File: config.mk
export PLATFORM = sky130hd
export DESIGN_NAME = id_ex_stage_flat
export DESIGN_NICKNAME = d
export VERILOG_FILES = /design/src/rtl/mips_pkg.sv /design/src/rtl/id_ex_stage_if.sv /design/src/rtl/alu_op_decode.sv /design/src/rtl/id_ex_stage.sv /design/src/flat_wrapper.sv
export SDC_FILE = /design/constraint.sdc
export NUM_CORES = 1
export LEC_CHECK = 0
export ABC_AREA = 1
export CAP_MARGIN = 5
export CORE_MARGIN = 8
export CORE_UTILIZATION = 36
export DETAILED_ROUTE_END_ITERATION = 12
export GPL_ROUTABILITY_DRIVEN = 1
export GPL_TIMING_DRIVEN = 0
export PLACE_DENSITY_LB_ADDON = 0.08
export SYNTH_ARGS = -nofsm -noshare
export SYNTH_HDL_FRONTEND = slang
export SYNTH_SLANG_ARGS = --single-unit
File: constraint.sdc
create_clock -name clk -period 3.5 [get_ports clk]
set_input_delay 0.7 -clock clk [delete_from_list [all_inputs] [get_ports clk]]
set_output_delay 0.7 -clock clk [all_outputs]
set_load 0.1 [all_outputs]
File: src/rtl/mips_pkg.sv
// mips_pkg: shared widths, opcode/funct constants, ALU-op encoding and decode record
package mips_pkg;
  localparam int DW = 32;
  localparam int RW = 5;
  localparam logic [5:0] OP_RTYPE = 6'h00;
  localparam logic [5:0] OP_ADDI  = 6'h08;
  localparam logic [5:0] OP_LW    = 6'h23;
  localparam logic [5:0] OP_SW    = 6'h2B;
  localparam logic [5:0] OP_BEQ   = 6'h04;
  localparam logic [5:0] OP_ANDI  = 6'h0C;
  localparam logic [5:0] OP_ORI   = 6'h0D;
  localparam logic [5:0] OP_SLTI  = 6'h0A;
  localparam logic [5:0] FN_ADD = 6'h20;
  localparam logic [5:0] FN_SUB = 6'h22;
  localparam logic [5:0] FN_AND = 6'h24;
  localparam logic [5:0] FN_OR  = 6'h25;
  localparam logic [5:0] FN_SLT = 6'h2A;
  localparam logic [5:0] FN_NOR = 6'h27;
  localparam logic [5:0] FN_SLL = 6'h00;
  localparam logic [5:0] FN_SRL = 6'h02;
  localparam logic [2:0] ALU_ADD = 3'd0;
  localparam logic [2:0] ALU_SUB = 3'd1;
  localparam logic [2:0] ALU_AND = 3'd2;
  localparam logic [2:0] ALU_OR  = 3'd3;
  localparam logic [2:0] ALU_SLT = 3'd4;
  localparam logic [2:0] ALU_NOR = 3'd5;
  localparam logic [2:0] ALU_SLL = 3'd6;
  localparam logic [2:0] ALU_SRL = 3'd7;
  typedef struct packed {
    logic [2:0] aluop;
    logic       imm_sel;
    logic       sign_ext;
    logic       shift;
    logic       rt_src;
    logic       r_type;
    logic       reg_write;
    logic       mem_read;
    logic       mem_write;
    logic       legal;
  } dec_t;
endpackage

File: src/rtl/id_ex_stage_if.sv
// id_ex_stage_if: decode-to-EX instruction handshake and operand bus
interface id_ex_stage_if #(
  parameter int DW = mips_pkg::DW,
  parameter int RW = mips_pkg::RW
);
  logic          id_valid;
  logic          id_ready;
  logic [5:0]    id_opcode;
  logic [5:0]    id_funct;
  logic [4:0]    id_shamt;
  logic [15:0]   id_imm16;
  logic [RW-1:0] id_rs;
  logic [RW-1:0] id_rt;
  logic [RW-1:0] id_rd;
  logic [DW-1:0] id_rs_data;
  logic [DW-1:0] id_rt_data;
  modport master (
    output id_valid, id_opcode, id_funct, id_shamt, id_imm16,
           id_rs, id_rt, id_rd, id_rs_data, id_rt_data,
    input  id_ready
  );
  modport slave (
    input  id_valid, id_opcode, id_funct, id_shamt, id_imm16,
           id_rs, id_rt, id_rd, id_rs_data, id_rt_data,
    output id_ready
  );
endinterface

File: src/rtl/alu_op_decode.sv
// alu_op_decode: opcode/funct to ALU op, operand selects, extension mode and control bits
module alu_op_decode
  import mips_pkg::*;
(
  input  logic [5:0] opcode,
  input  logic [5:0] funct,
  output dec_t       dec
);
  // unsupported encodings fall through to all-zero, i.e. a bubble with no side effects
  always_comb begin
    dec = '0;
    if (opcode == OP_RTYPE) begin
      dec.r_type    = 1'b1;
      dec.rt_src    = 1'b1;
      dec.reg_write = 1'b1;
      dec.legal     = 1'b1;
      case (funct)
        FN_ADD:  dec.aluop = ALU_ADD;
        FN_SUB:  dec.aluop = ALU_SUB;
        FN_AND:  dec.aluop = ALU_AND;
        FN_OR:   dec.aluop = ALU_OR;
        FN_SLT:  dec.aluop = ALU_SLT;
        FN_NOR:  dec.aluop = ALU_NOR;
        FN_SLL:  begin dec.aluop = ALU_SLL; dec.shift = 1'b1; end
        FN_SRL:  begin dec.aluop = ALU_SRL; dec.shift = 1'b1; end
        default: dec = '0;
      endcase
    end else begin
      case (opcode)
        OP_ADDI: begin dec.aluop = ALU_ADD; dec.imm_sel = 1'b1; dec.sign_ext = 1'b1; dec.reg_write = 1'b1; dec.legal = 1'b1; end
        OP_LW:   begin dec.aluop = ALU_ADD; dec.imm_sel = 1'b1; dec.sign_ext = 1'b1; dec.reg_write = 1'b1; dec.mem_read = 1'b1; dec.legal = 1'b1; end
        OP_SW:   begin dec.aluop = ALU_ADD; dec.imm_sel = 1'b1; dec.sign_ext = 1'b1; dec.rt_src = 1'b1; dec.mem_write = 1'b1; dec.legal = 1'b1; end
        OP_BEQ:  begin dec.aluop = ALU_SUB; dec.rt_src = 1'b1; dec.legal = 1'b1; end
        OP_ANDI: begin dec.aluop = ALU_AND; dec.imm_sel = 1'b1; dec.reg_write = 1'b1; dec.legal = 1'b1; end
        OP_ORI:  begin dec.aluop = ALU_OR; dec.imm_sel = 1'b1; dec.reg_write = 1'b1; dec.legal = 1'b1; end
        OP_SLTI: begin dec.aluop = ALU_SLT; dec.imm_sel = 1'b1; dec.sign_ext = 1'b1; dec.reg_write = 1'b1; dec.legal = 1'b1; end
        default: dec = '0;
      endcase
    end
  end
endmodule

File: src/rtl/id_ex_stage.sv
// id_ex_stage: ID/EX pipeline register with decode, immediate extension, forwarding and load-use stall (ID_EX_FORWARD_EN enables MEM/WB forwarding)
module id_ex_stage
  import mips_pkg::*;
#(
  parameter int DW = mips_pkg::DW,
  parameter int RW = mips_pkg::RW
) (
  input  logic          clk,
  input  logic          rst,
  id_ex_stage_if.slave  id,
  input  logic          ex_stall,
  input  logic          flush,
  input  logic          mem_wr_en,
  input  logic [RW-1:0] mem_wr_reg,
  input  logic [DW-1:0] mem_wr_data,
  input  logic          wb_wr_en,
  input  logic [RW-1:0] wb_wr_reg,
  input  logic [DW-1:0] wb_wr_data,
  output logic [DW-1:0] alu_in1,
  output logic [DW-1:0] alu_in2,
  output logic [2:0]    aluop,
  output logic [4:0]    shamt,
  output logic          ex_valid,
  output logic          ex_reg_write,
  output logic          ex_mem_read,
  output logic          ex_mem_write,
  output logic [RW-1:0] ex_dest_reg,
  output logic [DW-1:0] ex_store_data
);
  dec_t          dec;
  logic [RW-1:0] rs_idx, rt_idx;
  logic [DW-1:0] rs_val, rt_val, imm_ext, fwd_rs, fwd_rt;
  logic          in1_rt, in2_imm, load_use, hazard;

  function automatic logic hit(input logic [RW-1:0] a, input logic [RW-1:0] b);
    return a != '0 && a == b;
  endfunction

  function automatic logic src_hit(input logic [RW-1:0] rs, input logic [RW-1:0] rt, input logic rt_src, input logic [RW-1:0] dst);
    return hit(rs, dst) || (rt_src && hit(rt, dst));
  endfunction

  alu_op_decode u_dec (.opcode(id.id_opcode), .funct(id.id_funct), .dec(dec));

  assign load_use = ex_valid && ex_mem_read && src_hit(id.id_rs, id.id_rt, dec.rt_src, ex_dest_reg);

`ifdef ID_EX_FORWARD_EN
  assign fwd_rs = (mem_wr_en && hit(rs_idx, mem_wr_reg)) ? mem_wr_data : (wb_wr_en && hit(rs_idx, wb_wr_reg)) ? wb_wr_data : rs_val;
  assign fwd_rt = (mem_wr_en && hit(rt_idx, mem_wr_reg)) ? mem_wr_data : (wb_wr_en && hit(rt_idx, wb_wr_reg)) ? wb_wr_data : rt_val;
  assign hazard = load_use;
`else
  logic unused_fwd;
  assign unused_fwd = ^{mem_wr_data, wb_wr_data, rs_idx, rt_idx};
  assign fwd_rs = rs_val;
  assign fwd_rt = rt_val;
  // without forwarding any in-flight writer of a source register must drain first
  assign hazard = load_use
    || (ex_valid && ex_reg_write && src_hit(id.id_rs, id.id_rt, dec.rt_src, ex_dest_reg))
    || (mem_wr_en && src_hit(id.id_rs, id.id_rt, dec.rt_src, mem_wr_reg))
    || (wb_wr_en && src_hit(id.id_rs, id.id_rt, dec.rt_src, wb_wr_reg));
`endif

  assign id.id_ready     = !ex_stall && !hazard;
  assign alu_in1         = in1_rt ? fwd_rt : fwd_rs;
  assign alu_in2         = in2_imm ? imm_ext : fwd_rt;
  assign ex_store_data   = fwd_rt;

  // flush > stall (refresh held operands) > bubble on hazard/no input > load
  always_ff @(posedge clk or posedge rst) begin
    if (rst) begin
      {ex_valid, ex_reg_write, ex_mem_read, ex_mem_write, in1_rt, in2_imm} <= '0;
      {ex_dest_reg, rs_idx, rt_idx, aluop, shamt} <= '0;
      {rs_val, rt_val, imm_ext} <= '0;
    end else if (flush) begin
      {ex_valid, ex_reg_write, ex_mem_read, ex_mem_write} <= '0;
    end else if (ex_stall) begin
      rs_val <= fwd_rs;
      rt_val <= fwd_rt;
    end else if (id.id_valid && !hazard) begin
      ex_valid     <= dec.legal;
      ex_reg_write <= dec.reg_write;
      ex_mem_read  <= dec.mem_read;
      ex_mem_write <= dec.mem_write;
      ex_dest_reg  <= dec.r_type ? id.id_rd : id.id_rt;
      aluop        <= dec.aluop;
      shamt        <= id.id_shamt;
      in1_rt       <= dec.shift;
      in2_imm      <= dec.imm_sel;
      rs_idx       <= id.id_rs;
      rt_idx       <= id.id_rt;
      rs_val       <= id.id_rs_data;
      rt_val       <= id.id_rt_data;
      imm_ext      <= {{(DW-16){dec.sign_ext & id.id_imm16[15]}}, id.id_imm16};
    end else begin
      {ex_valid, ex_reg_write, ex_mem_read, ex_mem_write} <= '0;
    end
  end
endmodule

File: src/flat_wrapper.sv
// flat-port wrapper written by rule: the top's interface ports become plain ports
module id_ex_stage_flat import mips_pkg::*;
#(
  parameter int DW = mips_pkg::DW,
  parameter int RW = mips_pkg::RW
)
  (clk, rst, ex_stall, flush, mem_wr_en, mem_wr_reg, mem_wr_data, wb_wr_en, wb_wr_reg, wb_wr_data, alu_in1, alu_in2, aluop, shamt, ex_valid, ex_reg_write, ex_mem_read, ex_mem_write, ex_dest_reg, ex_store_data, id_id_valid, id_id_opcode, id_id_funct, id_id_shamt, id_id_imm16, id_id_rs, id_id_rt, id_id_rd, id_id_rs_data, id_id_rt_data, id_id_ready);
  id_ex_stage_if #(.DW(DW), .RW(RW)) id_i ();
  input  logic clk;
  input  logic rst;
  input  logic ex_stall;
  input  logic flush;
  input  logic mem_wr_en;
  input  logic [RW-1:0] mem_wr_reg;
  input  logic [DW-1:0] mem_wr_data;
  input  logic wb_wr_en;
  input  logic [RW-1:0] wb_wr_reg;
  input  logic [DW-1:0] wb_wr_data;
  output logic [DW-1:0] alu_in1;
  output logic [DW-1:0] alu_in2;
  output logic [2:0] aluop;
  output logic [4:0] shamt;
  output logic ex_valid;
  output logic ex_reg_write;
  output logic ex_mem_read;
  output logic ex_mem_write;
  output logic [RW-1:0] ex_dest_reg;
  output logic [DW-1:0] ex_store_data;
  input wire logic [$bits(id_i.id_valid)-1:0] id_id_valid;
  input wire logic [$bits(id_i.id_opcode)-1:0] id_id_opcode;
  input wire logic [$bits(id_i.id_funct)-1:0] id_id_funct;
  input wire logic [$bits(id_i.id_shamt)-1:0] id_id_shamt;
  input wire logic [$bits(id_i.id_imm16)-1:0] id_id_imm16;
  input wire logic [$bits(id_i.id_rs)-1:0] id_id_rs;
  input wire logic [$bits(id_i.id_rt)-1:0] id_id_rt;
  input wire logic [$bits(id_i.id_rd)-1:0] id_id_rd;
  input wire logic [$bits(id_i.id_rs_data)-1:0] id_id_rs_data;
  input wire logic [$bits(id_i.id_rt_data)-1:0] id_id_rt_data;
  output wire logic [$bits(id_i.id_ready)-1:0] id_id_ready;
  assign id_i.id_valid = id_id_valid;
  assign id_i.id_opcode = id_id_opcode;
  assign id_i.id_funct = id_id_funct;
  assign id_i.id_shamt = id_id_shamt;
  assign id_i.id_imm16 = id_id_imm16;
  assign id_i.id_rs = id_id_rs;
  assign id_i.id_rt = id_id_rt;
  assign id_i.id_rd = id_id_rd;
  assign id_i.id_rs_data = id_id_rs_data;
  assign id_i.id_rt_data = id_id_rt_data;
  assign id_id_ready = id_i.id_ready;
  id_ex_stage #(.DW(DW), .RW(RW)) u_core (.clk(clk), .rst(rst), .id(id_i), .ex_stall(ex_stall), .flush(flush), .mem_wr_en(mem_wr_en), .mem_wr_reg(mem_wr_reg), .mem_wr_data(mem_wr_data), .wb_wr_en(wb_wr_en), .wb_wr_reg(wb_wr_reg), .wb_wr_data(wb_wr_data), .alu_in1(alu_in1), .alu_in2(alu_in2), .aluop(aluop), .shamt(shamt), .ex_valid(ex_valid), .ex_reg_write(ex_reg_write), .ex_mem_read(ex_mem_read), .ex_mem_write(ex_mem_write), .ex_dest_reg(ex_dest_reg), .ex_store_data(ex_store_data));
endmodule
# Word-level counts from Yosys, hierarchy flattened
# Index checks and enable logic that the tools add are counted.
# word_totals
register_bits	100
input_bits	193
out_inout_bits	114
elab_cells	100
# op_classes
eq_ne	21
n_bitwise	3
muxes	27
n_reduce_logical	37
# op_table
operator	count
2-to-1 mux 32 bit	2
== test 6 bit (second input constant)	8
== test 5 bit	6
== test 6 x 4 -> 1 bit (second input constant)	4
case mux 3 bit (7 select lines)	1
2-to-1 mux 1 bit	20
logical AND 1 bit	17
zero test 6 bit	2
2-to-1 mux 12 bit	1
case mux 3 bit (4 select lines)	1
nonzero test 5 bit	2
OR reduction 8 bit	1
OR reduction 7 bit	1
== test 6 x 2 -> 1 bit (second input constant)	1
== test 6 x 3 -> 1 bit (second input constant)	1
logical OR 1 bit	6
2-to-1 mux 6 bit	1
OR reduction 6 bit	1
2-to-1 mux 5 bit	1
OR reduction 5 bit	1
OR reduction 2 bit	2
OR reduction 4 bit	1
AND reduction 3 bit	1
zero test 1 bit	2
other kinds (3)	4

# Logic depth before layout (Yosys ltp)
# Gate-level depths: netlist of the first run.
# logic_depth
depth_word	15
mapped_depth	13
ltp_nobuf	11

# By module
# A second synthesis of the first run with hierarchy kept.
# unflattened
hier_cells	823
area_unflattened_um2	5756.8
# by_module_without_submodules
mod	seq_area_each_um2	area_each_um2	n_inst	cells_per_inst
id_ex_stage	2502.4	5308.8	1	741
alu_op_decode	0.0	447.9	1	82

# Worst setup path after synthesis of the first run
# Ideal clock, no wire load.
# synth_path
path_kind	reg-to-output
startpoint	register u_core.rt_val[0], in the netlist u_core.ex_store_data[0]
endpoint	output alu_in2[0]
t_required_ps	2800
arrival_ps	3184
stages_incl_launch_ff	3
n_path_buf	0
path_slack_ps	-384
cell_sequence	dfrtp_1 inv_1 o21ai_0
# synth_between
elab_chain_len	1
# synth_rtl
element	line	source
from (decl)	id_ex_stage.sv:32	logic [DW-1:0] rs_val, rt_val, imm_ext, fwd_rs, fwd_rt;
from (signal assigned)	id_ex_stage.sv:78	rt_val <= fwd_rt;
from (signal assigned)	id_ex_stage.sv:92	rt_val <= id.id_rt_data;
2-to-1 mux 32 bit	id_ex_stage.sv:65	assign alu_in2 = in2_imm ? imm_ext : fwd_rt;
to (decl)	flat_wrapper.sv:20	output logic [DW-1:0] alu_in2;
# Every way passes these cells.

# Final worst setup path of the first run
# layout_path
startpoint	register u_core.in2_imm
endpoint	output alu_in2[19]
# layout_between
elab_chain_len	1
# layout_rtl
element	line	source
from (decl)	id_ex_stage.sv:33	logic in1_rt, in2_imm, load_use, hazard;
from (signal assigned)	id_ex_stage.sv:88	in2_imm <= dec.imm_sel;
2-to-1 mux 32 bit	id_ex_stage.sv:65	
# Every way passes these cells.

==> metrics.csv, run 1 <==
metric,value,unit
status,completed,
grt_pass1_wl,34800,um
rsz0062_at_grt,false,
period_share,97.0,%
wl_per_cell,17.7,um
htreeDepth,3,
clock.fmax,0.294,GHz
whs,473,ps
powerDensity,628,mW/mm^2
yosysMostFrequentCell,nand2_1,
die_y,142,um
hp-class,reg2reg,
nets,1256,
synthCells,812,
stdcell_area,0.00873,mm^2
synth_edf_count,0,
clk_pin_slew,60,ps
drt_wl_total,22800,um
hold_viol_final,0,
clk_latency,350,ps
area_growth,52.1,%
start_kind,flip-flop,
yosysSeqAreaShare,43.6,%
start_util,36.5,%
fin_skew,11.4,ps
cts_buffer_depth,2,
layout-drive-gt1-share,7.31,%
yosysWarnings,0,
design.core.area,0.0157,mm^2
post_layout_nonfiller_instances,1283,
gp_congestion,0.872,
gr-total-overflow,0,
synth_top_area_share,43.6,%
multi_input_area,0.00269,mm^2
layout_min_cycle_time,3400,ps
ys_async_sr_fraction,100,%
fin_setup_tns,0,ps
worst_pin_slew,1070,ps
vias,6273,
grt_max_degree,55,
p_leak,4.33,nW
endpoint_kind,primary output,
cap_violations,0,
place_area,0.00846,mm^2
setup_viol,0,
crit_type,reg2out,
grt_usage,22.2,%
synth_area,0.00574,mm^2
drt-vias-per-instance,4.89,
ys_seq_elements,100,
drtPass1Iterations,4,
first_iter_violations,418,
netlist_top_cells_count,"289 x nand2_1, 103 x nand4_1, 100 x dfrtp_1",
n_antenna_cell,0,
utilization,55.6,%
syn_area_per_cell,7.07,um^2
root_buffer,clkbuf_16,
drcViolationCount,0,
synth_largest_area_cell,dfrtp_1,
slew_headroom,28.3,%
dieArea,0.0202,mm^2
path_max_fanout,10,
ff_latch_area,0.00250,mm^2
antenna_found_initial,0,
die-width,142,um
slew_violations,0,
rows,46,
dp.cells,1270,
cts_inserted_buffers,9,
boundaryPins,307,
cts_tree,done,
dpl.hpwl,17900,um
ant_nets,0,
cp.arrival,2700,ps
fill_cells,1581,
setup_ws,104,ps
syn-num-nets,1005,
power,5.48,mW
cts_sinks,100,
cp.required,2800,ps
ys_types,28,
ys_top_cells_by_area,"dfrtp_1 44%, nand2_1 19%, nand4_1 11%",
peakVddDrop,0.000319,V
portBuffers,241,
ys.flop_type,dfrtp_1,
grt_pass1_vias,6164,
preCtsSetupSlack,-959,ps
==> layout make-up <==
cell class	instances	share of cell area (%)
Clock buffer	11	2.67
Sequential cell	100	28.7
Multi-Input combinational cell	584	30.8
Timing Repair Buffer	242	27.6
Inverter	71	3.11
Buffer	55	3.21
Clock inverter	4	0.845
Tap cell	216	3.09
==> kinds of logic (layout without fill, tap and decap cells) <==
| kind of cell | after synthesis | in the layout | share of synthesized area [%] |
|---|---|---|---|
| compound gates | 84 | 84 | 7.63 |
| simple gates | 493 | 493 | 38.0 |
| flops | 100 | 100 | 43.6 |
| xor+xnor | 7 | 7 | 1.07 |
| buf+inv | 128 | 383 | 9.70 |
==> cells in the final DEF, fill, tap and decap left out, types with 4 or more instances in the layout <==
cell,count
clkbuf_16,9
buf_6,6
clkdlybuf4s15_2,9
clkdlybuf4s50_1,205
nand3_1,19
buf_2,23
nand4_1,103
dfrtp_1,100
nor3_1,4
clkbuf_1,17
o21ai_1,33
dlymetal6s2s_1,8
buf_1,10
o21ai_0,16
xor2_1,7
nand2_1,289
clkbuf_2,12
a21oi_1,32
inv_1,67
nor2_1,67
==> worst paths after layout <==
| kind | from | depth (start not counted) | to | slack (ps) |
|---|---|---|---|---|
| min in group asynchronous | rst | 2 | u_core.fwd_rs[28] | 820 |
| setup reg to reg | u_core.ex_mem_read | 9 | u_core.fwd_rs[2] | 1530 |
| setup / recovery | u_core.in2_imm | 4 | alu_in2[19] | 100 |
| hold / removal | u_core.fwd_rs[0] | 2 | u_core.fwd_rs[0] | 470 |
| max in group asynchronous | rst | 3 | u_core.fwd_rs[5] | 1980 |
| hold reg to reg | u_core.fwd_rs[0] | 2 | u_core.fwd_rs[0] | 470 |
==> per-layer routing <==
layer	up-vias	share of wire (%)	track usage, %
met5	-	0	0
met4	0	1.3	5.93
met3	19	7.0	5.47
met2	195	47	36.5
met1	2911	45	28.6
li1	3148	-	-
==> what timing repair did <==
item	CTS	global route
gates resized for setup	53	36
setup endpoints to repair	28	24
hold buffers	0	0
setup buffers	0	0
==> report_power, final <==
group	switching [mW]	internal (mW)	total, mW
clock	0.442	0.625	1.07
combinational	2.28	0.655	2.93
sequential	0.137	1.35	1.48
total	2.86	2.63	5.48
==> critical path, cell delays in order, from the launching register on <==
cell and delay [ps]:
dfrtp_1 400, nand2_1 340, clkbuf_1 330, o21ai_1 130
clkdlybuf4s50_1 1150
(Power assumes the default switching activity.)
==> run 2, diff against run 1 <==
--- a/config.mk
+++ b/config.mk
@@ -12,7 +12,10 @@
 export DETAILED_ROUTE_END_ITERATION = 12
 export GPL_ROUTABILITY_DRIVEN = 1
 export GPL_TIMING_DRIVEN = 0
+export HOLD_SLACK_MARGIN = 0.08
 export PLACE_DENSITY_LB_ADDON = 0.08
+export SKIP_LAST_GASP = 1
 export SYNTH_ARGS = -nofsm -noshare
 export SYNTH_HDL_FRONTEND = slang
+export SYNTH_HIERARCHICAL = 1
 export SYNTH_SLANG_ARGS = --single-unit
==> run 2 against run 1 <==
The run now ends with setup timing left. Largest cell class unchanged. Global-route usage fell by 0.98 points. Power fell by 2.4%. Routed wire length fell by 4.4%. Largest power group unchanged. Sequential cell count did not move. Combinational power fell by 2%.
==> metrics.csv, run 2 <==
metric,value,unit
status,"complete, but fails checks",
failed_checks,setup timing,
drtPass1Iterations,5,
ys_seq_elements,100,
worst_pin_slew,1050,ps
endpoint_kind,primary output,
cts_tree,done,
cp_slowest_cell,clkdlybuf4s50_1,
slew_violations,0,
period_share,100,%
dieArea,0.0203,mm^2
path_depth,16,
preCtsSetupSlack,-913,ps
cts_inserted_buffers,9,
cap_violations,0,
setup.worst_path.end,id_id_ready,
rsz0062_at_grt,true,
fill_cells,1592,
crit_family,simple AND/OR/NAND/NOR gates,
setup_ws,-4.25,ps
dpl.hpwl,17000,um
clk_latency,350,ps
layout_min_cycle_time,3500,ps
power.internal,2.52,mW
start_kind,primary input,
hold_viol_final,0,
cp_common_cell,nand2_1,
ys_types,32,
min_path_cells,2,
stdcell_area,0.00874,mm^2
layout-drive-gt1-share,7.57,%
ys_async_sr_fraction,100,%
timing.rr.end,u_core/fwd_rs[11],
die-width,142,um
vias,6103,
setup_viol,1,
critPathBufInv,3,
switching_share,53.0,%
r2r_slack,1540,ps
syn-num-nets,1016,
design.core.area,0.0158,mm^2
antenna_found_initial,1,
grt_pass1_vias,6045,
n_antenna_cell,0,
gr-total-overflow,0,
cp.arrival,2800,ps
clk_pin_slew,70,ps
area_growth,51.9,%
crit_type,in2out,
met2WireLength,10400,um
rows,46,
seqPwrFrac,27.6,%
met3WireLength,1600,um
ys.flop_type,dfrtp_1,
p_switching,2.83,mW
rr_startpoint,u_core/ex_dest_reg[1],
max_stage_delay,530,ps
met1Wirelength,9350,um
cp.required,2800,ps
drcViolationCount,0,
ant_nets,0,
p_comb_share,53.7,%
nets,1271,
yosysSeqAreaShare,43.5,%
pwr-share-clk,18.7,%
syn_area_per_cell,6.99,um^2
gp_congestion,0.862,
drt-vias-per-instance,4.70,
first_iter_violations,349,
final_cell_mix,"307 x nand2_1, 206 x clkdlybuf4s50_1, 111 x nand3_1, 100 x dfrtp_1, 74 x inv_1",
grt_pass1_wl,33500,um
yosysMostFrequentCell,nand2_1,
fin_skew,8.98,ps
start_util,36.5,%
utilization,55.4,%
place_area,0.00848,mm^2
portBuffers,242,
cts_buffer_depth,2,
grt_usage,21.3,%
crit_chain,"clkdlybuf4s50_1, nor2_4, nand2_2, nor2_8, nand2_2, nand2_1, inv_1, a21oi_1, nand2_1, nor2_1, nand2_1, nand2_1, nand2_1, nand2_2, nor3_2, buf_6",
peakVddDrop,0.000339,V
clock.fmax,0.285,GHz
mostFrequentLayoutCell,nand2_1,
hp-class,reg2reg,
synth_edf_count,0,
netlist_top_cells_count,"308 x nand2_1, 111 x nand3_1, 100 x dfrtp_1",
synth_top_area_share,43.5,%
path_max_fanout,7,
synth_largest_area_cell,dfrtp_1,
root_buffer,clkbuf_16,
grt_max_degree,68,
powerDensity,612,mW/mm^2
setup.worst_path.start,id_id_opcode[4],
synth_area,0.00576,mm^2
ys_top_cells_by_area,"dfrtp_1 43%, nand2_1 20%, nand3_1 9.7%",
wl_per_cell,16.7,um
drt_wl_total,21800,um
cts_sinks,100,
die_y,142,um
synthCells,823,
boundaryPins,307,
slew_headroom,30.1,%
fin_setup_tns,-4.25,ps
p_leak,4.48,nW
htreeDepth,3,
reg2reg_depth,9,
highest_layer,met5,
yosysWarnings,6,
run 2: changes by cell type after synthesis, moves of 5 or more:
cell     delta
buf_1       -5
buf_2      -16
inv_1       +7
nand2_1    +19
nand3_1    +92
nand4_1    -99
nor2_1      -6
nor2_2      +5
o21ai_0     -8
xnor2_1    +12
run 2: area by class of cell:
cell class              instances  area (um^2)  area share (%)
multi-input cells             599         2720            31.1
plain buffers                  45          245            2.80
well taps                     216          270            3.09
clock buffers                  11          253            2.89
flip-flops and latches        100         2500            28.6
inverters                      79          302            3.45
repair buffers                244         2410            27.6
clock inverters                 5         42.5           0.487
run 2: power groups by stage:
stage               registers (mW)  logic, mW  clock network (mW)
detailed placement            1.50       2.93                   0
global route                  1.51       3.00                1.07
finish                        1.48       2.87                1.00
floorplan                     2.11       1.51                   0
CTS                           1.48       2.90                1.02
global placement              1.49       2.92                   0
run 2: timing repair:
item                                    in CTS  in global routing
gates resized for setup                     38                 41
pin swaps                                    0                  1
buffers inserted                             0                  1
endpoints found under the setup margin      27                 26
cloned                                       0                  0
hold buffers                                 0                  0
hold endpoints to repair                     0                  0
run 2: per-stage QoR:
stage | total power, mW | hold WS [ps] | instances
global route | 5.58 | 487 | 1299
global placement | 4.41 | 453 | 1281
floorplan | 3.63 | 442 | 823
CTS | 5.40 | 477 | 1298
detailed placement | 4.43 | 459 | 1282
finish | 5.35 | 473 | 1299
run 2: worst min path at each step:
stage,from,end,slack (ps)
final,u_core/fwd_rs[1],u_core/fwd_rs[1],470
after global routing,u_core/fwd_rs[15],u_core/fwd_rs[15],490
after CTS,u_core/fwd_rs[1],u_core/fwd_rs[1],480
after detailed placement,u_core/fwd_rs[1],u_core/fwd_rs[1],460
after global placement,u_core/aluop[2],u_core/aluop[2],450
after floorplan,u_core/imm_ext[0],u_core/imm_ext[0],440
run 2: worst reg2reg max path, cell delays in order, from the launching register on:
cell,delay (ps)
dfrtp_1,440
xor2_1,180
nor2_1,130
nand2_1,60
nor2_1,150
o21bai_1,100
nand4_2,150
clkbuf_1,480
nand2_1,130
nand2_1,80
run 2: cell families (layout without fill, tap and decap cells):
family                 count (synthesis)  in the layout  share of synthesized area, %
flip-flops                           100            100                          43.5
buffers and inverters                124            384                          9.45
XOR/XNOR                              15             15                          2.28
AO/OA/AOI/OAI                         79             79                          7.30
AND/OR/NAND/NOR                      505            505                          37.5
run 2: routing by layer:
layer	GRT usage, %	up-vias
met5	0	-
met4	4.81	2
met3	5.74	21
met2	35.5	172
met1	26.8	2811
li1	-	3097
==> run 3, diff against run 2 <==
--- a/config.mk
+++ b/config.mk
@@ -5,7 +5,6 @@
 export SDC_FILE = /design/constraint.sdc
 export NUM_CORES = 1
 export LEC_CHECK = 0
-export ABC_AREA = 1
 export CAP_MARGIN = 5
 export CORE_MARGIN = 8
 export CORE_UTILIZATION = 36
@@ -14,6 +13,7 @@
 export GPL_TIMING_DRIVEN = 0
 export HOLD_SLACK_MARGIN = 0.08
 export PLACE_DENSITY_LB_ADDON = 0.08
+export SKIP_CTS_REPAIR_TIMING = 1
 export SKIP_LAST_GASP = 1
 export SYNTH_ARGS = -nofsm -noshare
 export SYNTH_HDL_FRONTEND = slang
==> run 3 against run 2 <==
The run still ends with setup timing left. Clock-buffer cell count is the same. Setup slack worse by 190 ps. Sequential cell count did not move. Critical path depth is 5 lower. Die area shrank 0.15%. Non-clock buffer count is 25 lower. Hold slack improved by 27 ps. Sequential share of layout area down 0.46 points. Highest routed layer is now met4.
==> metrics.csv, run 3 <==
metric,value,unit
drt_wl_total,18000,um
drt-vias-per-instance,4.83,
wl_per_cell,19.9,um
htreeDepth,3,
grt_pass1_wl,27300,um
seqPwrFrac,26.2,%
cts_tree,done,
ys_types,40,
switching_share,51.5,%
die_y,142,um
yosysMostFrequentCell,dfrtp_1,
yosysWarnings,6,
drtPass1Iterations,4,
boundaryPins,307,
fill_cells,1363,
grt_pass1_vias,4747,
gp_congestion,0.860,
first_iter_violations,162,
dp.cells,888,
grt_usage,17.5,%
cp.required,2800,ps
ys_seq_elements,100,
hold_viol_final,0,
p_leak,4.41,nW
stdcell_area,0.00889,mm^2
ys_top_cells_by_area,"dfrtp_1 44%, mux2_4 25%, mux2_2 10%",
ys.flop_type,dfrtp_1,
min_path_cells,2,
hp-class,reg2reg,
syn_area_per_cell,13.4,um^2
synth_largest_area_cell,dfrtp_1,
design.core.area,0.0158,mm^2
status,"complete, but fails checks",
period_share,105,%
synth_edf_count,0,
portBuffers,241,
rows,46,
layout_min_cycle_time,3690,ps
area_growth,54.6,%
mostFrequentLayoutCell,clkdlybuf4s50_1,
reg2reg_depth,8,
drcViolationCount,0,
vias,4362,
post_layout_nonfiller_instances,904,
start_kind,primary input,
pwr-share-clk,15.8,%
root_buffer,clkbuf_16,
n_antenna_cell,0,
cts_inserted_buffers,9,
cp.arrival,2990,ps
start_util,36.4,%
syn-num-nets,623,
peakVddDrop,0.000305,V
clock.fmax,0.271,GHz
die-width,142,um
ant_nets,0,
fin_skew,5.83,ps
synthCells,430,
rsz0062_at_grt,true,
endpoint_kind,primary output,
powerDensity,667,mW/mm^2
antenna_found_initial,0,
p_comb_share,58.0,%
crit_type,in2out,
nets,876,
dpl.hpwl,13600,um
worst_pin_slew,1040,ps
netlist_top_cells_count,"100 x dfrtp_1, 95 x mux2_4, 53 x mux2_2",
p_switching,3.06,mW
grt_max_degree,52,
dieArea,0.0203,mm^2
ys_async_sr_fraction,100,%
setup_viol,1,
cts_buffer_depth,2,
slew_headroom,30.4,%
layout-drive-gt1-share,27.0,%
clk_latency,350,ps
clk_pin_slew,70,ps
gr-total-overflow,0,
slew_violations,0,
setup_ws,-191,ps
place_area,0.00846,mm^2
yosysSeqAreaShare,43.5,%
synth_top_area_share,43.5,%
failed_checks,setup timing,
path_max_fanout,5,
fin_setup_tns,-191,ps
cts_sinks,100,
cap_violations,0,
synth_area,0.00575,mm^2
power.internal,2.87,mW
final_cell_mix,"183 x clkdlybuf4s50_1, 100 x dfrtp_1, 95 x mux2_4, 57 x dlymetal6s2s_1, 53 x mux2_2",
run 3: cell families (layout without fill, tap and decap cells):
kind of cell | count (synthesis) | count (layout) | synth area share, %
buffers and inverters | 47 | 305 | 5.90
AND/OR/NAND/NOR | 67 | 67 | 6.88
AO/OA/AOI/OAI | 37 | 37 | 3.72
flip-flops | 100 | 100 | 43.5
XOR/XNOR | 30 | 30 | 4.57
multiplexers | 149 | 149 | 35.4
run 3: worst paths after layout:
path,from,end,slack [ps]
worst min-delay path,u_core/ex_mem_write,u_core/ex_mem_write,500
worst min register to register,u_core/ex_mem_write,u_core/ex_mem_write,500
max in group asynchronous,rst,u_core/imm_ext[2],1990
worst max register to register,u_core/ex_dest_reg[3],u_core/ex_dest_reg[0],1230
min in group asynchronous,rst,u_core/fwd_rs[17],810
worst max-delay path,id_id_opcode[1],id_id_ready,-190
run 3: cell type report:
type	instances	area, um^2	area share (%)
multi-input combinational	283	2920	32.9
timing repair buffer	242	2580	29.0
sequential	100	2500	28.2
tap	216	270	3.04
buffer	22	245	2.76
clock buffer	11	233	2.62
inverter	25	96.3	1.08
clock inverter	5	38.8	0.436
run 3: power by group through the flow:
stage / logic (mW) / registers [mW] / clock network [mW]
4_1_cts: 3.47 / 1.55 / 0.976
3_3_place_gp: 3.45 / 1.56 / 0
5_1_grt: 3.53 / 1.59 / 1.03
6_report: 3.44 / 1.55 / 0.939
2_1_floorplan: 1.91 / 2.26 / 0
3_5_place_dp: 3.46 / 1.57 / 0
run 3: worst max-delay path, stage by stage:
cell	delay (ps)
clkdlybuf4s50_1	500
or3_4	420
nor3_4	150
nand2b_1	120
o21ai_1	200
o21ai_0	140
nor4_1	200
o221ai_1	180
nand2_1	110
nor2_2	40
buf_4	220
run 3: per-layer routing:
layer,track usage (%),vias to the layer above,part of all wire (%)
met4,4.59,0,1.2
met5,0,-,0
met2,29.0,153,49
met3,5.33,17,7.0
li1,-,2029,-
met1,21.6,2163,43
run 3: per-stage QoR:
step | setup WS (ps) | hold WS [ps] | util, % | total power [mW]
2_1_floorplan | 181 | 476 | - | 4.17
3_3_place_gp | -1560 | 476 | 53.5 | 5.01
3_5_place_dp | -1110 | 476 | 53.7 | 5.03
4_1_cts | -1110 | 510 | 55.4 | 6.00
5_1_grt | -323 | 525 | 56.3 | 6.15
6_report | -191 | 500 | 56.3 | 5.93
